### config.mk
export PLATFORM = sky130hd
export DESIGN_NAME = blt_pool_ctl
export DESIGN_NICKNAME = d
export VERILOG_FILES = /design/src/rtl/blt_pool_ctl_pkg.sv /design/src/rtl/blt_pool_ctl_free_slot_enc.sv /design/src/rtl/blt_pool_ctl.sv
export SDC_FILE = /design/constraint.sdc
export NUM_CORES = 1
export LEC_CHECK = 0
export ABC_CLOCK_PERIOD_IN_PS = 3800
export CAP_MARGIN = 5
export CORE_ASPECT_RATIO = 2
export CORE_UTILIZATION = 47
export CTS_CLUSTER_SIZE = 25
export DETAILED_ROUTE_END_ITERATION = 8
export PLACE_DENSITY_LB_ADDON = 0.1
export SLEW_MARGIN = 10
export SYNTH_ARGS = -nofsm -noshare
export SYNTH_HDL_FRONTEND = slang
export SYNTH_SLANG_ARGS = --single-unit
### constraint.sdc
create_clock -name clk_main -period 3.8 [get_ports clk_main]
set_input_delay 0.57 -clock clk_main [delete_from_list [all_inputs] [get_ports clk_main]]
set_output_delay 0.57 -clock clk_main [all_outputs]
set_load 0.03 [all_outputs]
### src/rtl/blt_pool_ctl_pkg.sv
// Shared game constants: screen geometry, coordinate width, vertical
// play-field bounds, and the fire-control state encoding.
package blt_pool_ctl_pkg;

    localparam int SCREEN_W = 640;
    localparam int SCREEN_H = 480;
    localparam int COORD_W  = 9;
    localparam int Y_MIN    = 0;
    localparam int Y_MAX    = SCREEN_H - 1;

    typedef enum logic [0:0] {
        FIRE_IDLE = 1'b0,
        FIRE_COOL = 1'b1
    } fire_state_e;

    // Counter width for a value range 0..v-1, never narrower than one bit.
    function automatic int cnt_width(input int v);
        return (v > 1) ? $clog2(v) : 1;
    endfunction

endpackage

### src/rtl/blt_pool_ctl_free_slot_enc.sv
// Lowest-index free-slot priority encoder: one-hot select of the lowest
// set bit of free_i, plus a flag when no bit is set.
module free_slot_enc #(
    parameter int N = 13
) (
    input  logic [N-1:0] free_i,
    output logic [N-1:0] onehot_o,
    output logic         none_free_o
);

    // Two's-complement trick isolates the lowest set bit.
    assign onehot_o    = free_i & (~free_i + N'(1));
    assign none_free_o = ~|free_i;

endmodule

### src/rtl/blt_pool_ctl.sv
// Bullet pool controller: spawns bullets on accepted fire requests into the
// lowest free slot, moves live bullets vertically on a divided tick, retires
// them at the play-field edge and drops them on collision strobes.
module blt_pool_ctl
    import blt_pool_ctl_pkg::*;
#(
    parameter int NUM_BLT  = 13,
    parameter int COORD_W  = blt_pool_ctl_pkg::COORD_W,
    parameter int MOVE_DIV = 50,
    parameter int STEP     = 2,
    parameter int DIR      = 0,
    parameter int Y_MIN    = blt_pool_ctl_pkg::Y_MIN,
    parameter int Y_MAX    = blt_pool_ctl_pkg::Y_MAX,
    parameter int COOLDOWN = 1000
) (
    input  logic                         clk_main,
    input  logic                         rst,
    input  logic                         en,
    input  logic                         fire_req,
    input  logic [COORD_W-1:0]           fire_x,
    input  logic [COORD_W-1:0]           fire_y,
    input  logic [NUM_BLT-1:0]           eli_blt,
    output logic [NUM_BLT*COORD_W-1:0]   blt_x,
    output logic [NUM_BLT*COORD_W-1:0]   blt_y,
    output logic [NUM_BLT-1:0]           blt_vi,
    output logic                         fire_ack,
    output logic                         pool_full,
    output logic [$clog2(NUM_BLT+1)-1:0] active_cnt
);

    localparam int TICK_W = cnt_width(MOVE_DIV);
    localparam int COOL_W = cnt_width(COOLDOWN);
    localparam int CNT_W  = $clog2(NUM_BLT + 1);

    // Movement arithmetic is one bit wider so it can neither wrap nor alias.
    localparam logic [COORD_W:0] STEP_E  = (COORD_W + 1)'(STEP);
    localparam logic [COORD_W:0] LO_E    = (COORD_W + 1)'(Y_MIN + STEP);
    localparam logic [COORD_W:0] Y_MAX_E = (COORD_W + 1)'(Y_MAX);

    logic [TICK_W-1:0]  tick_q;
    logic [COOL_W-1:0]  cool_q;
    fire_state_e        state_q;

    logic [NUM_BLT-1:0] vi_q, vi_d;
    logic [COORD_W-1:0] x_q [NUM_BLT];
    logic [COORD_W-1:0] x_d [NUM_BLT];
    logic [COORD_W-1:0] y_q [NUM_BLT];
    logic [COORD_W-1:0] y_d [NUM_BLT];

    logic [COORD_W:0]   y_ext  [NUM_BLT];
    logic [COORD_W:0]   y_mv   [NUM_BLT];
    logic [NUM_BLT-1:0] retire;

    logic [NUM_BLT-1:0] free_onehot;
    logic               none_free;
    logic               tick;
    logic               accept;

    free_slot_enc #(
        .N (NUM_BLT)
    ) u_free_slot_enc (
        .free_i      (~vi_q),
        .onehot_o    (free_onehot),
        .none_free_o (none_free)
    );

    assign tick      = en && (tick_q == TICK_W'(MOVE_DIV - 1));
    assign pool_full = none_free;
    // Ack is gated by reset so nothing is reported while the pool is held clear.
    assign accept    = rst && en && fire_req && !none_free && (state_q == FIRE_IDLE);
    assign fire_ack  = accept;
    assign blt_vi    = vi_q;

    generate
        for (genvar gi = 0; gi < NUM_BLT; gi++) begin : g_slot
            assign y_ext[gi]  = {1'b0, y_q[gi]};
            assign y_mv[gi]   = (DIR != 0) ? (y_ext[gi] + STEP_E) : (y_ext[gi] - STEP_E);
            assign retire[gi] = (DIR != 0) ? (y_mv[gi] > Y_MAX_E) : (y_ext[gi] < LO_E);
            assign blt_x[gi*COORD_W +: COORD_W] = x_q[gi];
            assign blt_y[gi*COORD_W +: COORD_W] = y_q[gi];
        end
    endgenerate

    // Population count of the live-slot bits.
    always_comb begin
        active_cnt = '0;
        for (int k = 0; k < NUM_BLT; k++) begin
            active_cnt = active_cnt + CNT_W'(vi_q[k]);
        end
    end

    // Per-slot next state: elimination first, then spawn, then move/retire.
    always_comb begin
        vi_d = vi_q;
        for (int k = 0; k < NUM_BLT; k++) begin
            x_d[k] = x_q[k];
            y_d[k] = y_q[k];
            if (eli_blt[k] && vi_q[k]) begin
                vi_d[k] = 1'b0;
            end else if (en) begin
                if (accept && free_onehot[k]) begin
                    vi_d[k] = 1'b1;
                    x_d[k]  = fire_x;
                    y_d[k]  = fire_y;
                end else if (vi_q[k] && tick) begin
                    if (retire[k]) begin
                        vi_d[k] = 1'b0;
                    end else begin
                        y_d[k] = y_mv[k][COORD_W-1:0];
                    end
                end
            end
        end
    end

    // Slot registers.
    always_ff @(posedge clk_main or negedge rst) begin
        if (!rst) begin
            vi_q <= '0;
            for (int k = 0; k < NUM_BLT; k++) begin
                x_q[k] <= '0;
                y_q[k] <= '0;
            end
        end else begin
            vi_q <= vi_d;
            for (int k = 0; k < NUM_BLT; k++) begin
                x_q[k] <= x_d[k];
                y_q[k] <= y_d[k];
            end
        end
    end

    // Movement tick divider; holds its phase while disabled.
    always_ff @(posedge clk_main or negedge rst) begin
        if (!rst) begin
            tick_q <= '0;
        end else if (en) begin
            tick_q <= tick ? '0 : tick_q + TICK_W'(1);
        end
    end

    // Fire FSM: an accept opens a COOLDOWN-cycle window in which requests are dropped.
    always_ff @(posedge clk_main or negedge rst) begin
        if (!rst) begin
            state_q <= FIRE_IDLE;
            cool_q  <= '0;
        end else if (en) begin
            case (state_q)
                FIRE_IDLE: begin
                    if (accept && (COOLDOWN > 0)) begin
                        state_q <= FIRE_COOL;
                        cool_q  <= '0;
                    end
                end
                FIRE_COOL: begin
                    if (cool_q == COOL_W'(COOLDOWN - 1)) begin
                        state_q <= FIRE_IDLE;
                        cool_q  <= '0;
                    end else begin
                        cool_q <= cool_q + COOL_W'(1);
                    end
                end
                default: begin
                    state_q <= FIRE_IDLE;
                    cool_q  <= '0;
                end
            endcase
        end
    end

endmodule

==> flow_summary.ini <==
[final_layout]
multiInputGateArea_um2 = 6250
final_util_pct = 63.1
final_cells = 2127
layout-drive-gt1-share_pct = 9.94
seqCellArea_um2 = 6610
syn2layout_area_growth_pct = 32.2
nets = 1816
final_common_cell = nand2_1
final_area_um2 = 17700
layout_common_cells = nand2_1 (384), clkdlybuf4s50_1 (282), dfrtp_1 (258)
fill_cells = 2460

[detailed_routing]
avgRoutedWirePerCell_um = 21.0
antenna_left = 0
drt_iter0_markers = 1025
vias = 12300
post_drt_via_cell_ratio = 5.77
drt-pass1-iter-count = 6
routed_wl_mm = 44.6
drc = 0

[sta]
setup_viol = 4
layout_min_cycle_time_ps = 4610
hold_slack_ps = 449
slew_viol_final = 0
slew_headroom_pct = 27.3
finalWorstSetupSlack_ps = -813
finClkSkew_ps = 12.3
period_share_pct = 121
worst_slew_pin_slew_ps = 1090
max_clock_freq_mhz = 217
finalHoldViolCount = 0
rsz0062_at_grt = yes

[die]
fp.dieW_um = 121
rows = 87
die_h_um = 241
core-area_um2 = 28100
dieArea_um2 = 29200
ios = 288
start_util_pct = 47.7

[setup_path]
start_kind = flop
cp.arrival_ps = 4040
ff2ff_path_depth = 7
worstPathRequired_ps = 3230
r2r-start = blt_vi[5]
worst-path-max-fanout = 2
timing.rr.end = blt_y[92]
endpoint_kind = output port
crit_type = flop to output port
reg2reg_slack_ps = 1010

[global_routing]
grt_pass1_vias = 12200
grt_max_degree = 75
grt_antenna_before_repair = 1
grt_pass1_wl_mm = 68.7
overflow = 0
grt_util_all_layers_pct = 30.9

[clock_network]
cts_tree = done
cts.htree.levels = 1
clkTransAtPathRegs_ps = 70
cts_root_buffer = clkbuf_16
clockBufferDepth = 3
tritoncts.num_buffers = 25
cts.sinks = 264
clk_latency_ps = 540

[logic_synthesis]
yosys-top-cells-area = dfrtp_1 (49%), nand2_1 (11%), mux2_2 (2.6%)
synth_cell_type_count = 80
syn_nets = 1523
postSynthCellCount = 1459
async_flop_share_pct = 100
synth-edff-count = 0
ys_ff_latch = 264
yosys.area.top_type_share_pct = 49.3
synth_warnings = 0
seq_area_frac_synth_pct = 49.3
syn_avg_cell_area_um2 = 9.18
synth_top_cell_by_area = dfrtp_1
post_synth_instance_area_um2 = 13400
ys.flop_type = dfrtp_1

[power_and_ir_drop]
p_leak_nw = 7.94
max-vdd-ir-drop_mv = 0.425
cellPowerDensity_nw_per_um2 = 415

[place]
hpwlAfterDp_mm = 32.5
placed_area_um2 = 16800
dp.cells = 2079
dp_slack_ps = -680
gp_congestion = 0.907
io_buffers = 287

[outcome]
outcome = finished, violations left
violations = setup timing

[flow_run]
drv_cap = 0

[worst_hold_path]
min_path_type = input port to asynchronous set/reset pin
-- registers in the layout (all words and copies together), names as in the netlist --
register  cells
cool_q       10
blt_vi       13
tick_q        6
blt_y       117
blt_x       117
state_q       1
-- worst max-delay path: stages, from the launching register on --
cell and delay [ps]:
dfrtp_2 430, fa_1 550, inv_1 50, fa_1 450, fa_1 510, fa_1 430
fa_2 370, fa_2 560, inv_4 30, buf_6 120
-- synthesized netlist by cell type, types with 19 or more instances --
master	count
nand2_1	384
dfrtp_1	264
nor2_1	80
o21ai_0	61
a21oi_1	59
inv_1	57
clkbuf_1	50
nand3_1	48
nor3_1	35
mux2_2	31
or3_1	29
xnor2_1	26
nand4_1	24
ha_1	21
xor2_1	20
nor4_1	19
-- worst max path at each step --
stage / slack, ps / end / start / cells after the start
after floorplan: -260 / active_cnt[2] / blt_vi[3] / 9
after global placement: -650 / active_cnt[1] / blt_vi[5] / 9
after detailed placement: -680 / active_cnt[1] / blt_vi[5] / 9
after CTS: -830 / active_cnt[1] / blt_vi[5] / 9
after global routing: -920 / active_cnt[1] / blt_vi[5] / 9
final: -810 / active_cnt[1] / blt_vi[5] / 9
-- cell families after synthesis --
family / after synthesis / synth area share, %
AND/OR/NAND/NOR: 714 / 25.3
flip-flops: 264 / 49.3
buffers and inverters: 132 / 4.33
adder cells (fa/ha/maj): 29 / 3.16
multiplexers: 41 / 3.38
XOR/XNOR: 46 / 3.01
AO/OA/AOI/OAI: 233 / 11.5
-- per-layer routing --
metal / up-vias / wire, um / track usage, %
met5: - / 0 / 0
met4: 0 / 2630 / 18.2
met1: 5982 / 15700 / 33.8
met3: 143 / 3180 / 6.03
met2: 510 / 23100 / 54.7
li1: 5644 / - / -
-- timing repair --
action                                  CTS  global route
endpoints found under the hold margin    17             0
setup buffers                             0             1
hold buffers                              1             0
endpoints found under the setup margin    4             4
gates resized for setup                  11             0
-- final cells by class --
class,count,share of cell area (%)
sequential,264,37.3
multi-input combinational,1063,35.3
timing repair buffer,340,18.5
clock buffer,31,3.83
tap,356,2.52
inverter,58,1.26
clock inverter,14,1.20
antenna,1,0.0141
-- report_power, final --
part	switching [mW]	internal, mW
Clock	1.14	1.61
Combinational	0.821	0.522
Sequential	0.227	3.02
Total	2.19	5.15
-- per-stage QoR --
stage,power [mW],TNS (ps)
2_1_floorplan,3.98,-519
4_1_cts,7.38,-2580
3_5_place_dp,4.62,-896
3_3_place_gp,4.60,-837
5_1_grt,7.59,-3120
6_report,7.34,-2670
Power figures use the tool's default switching activity.
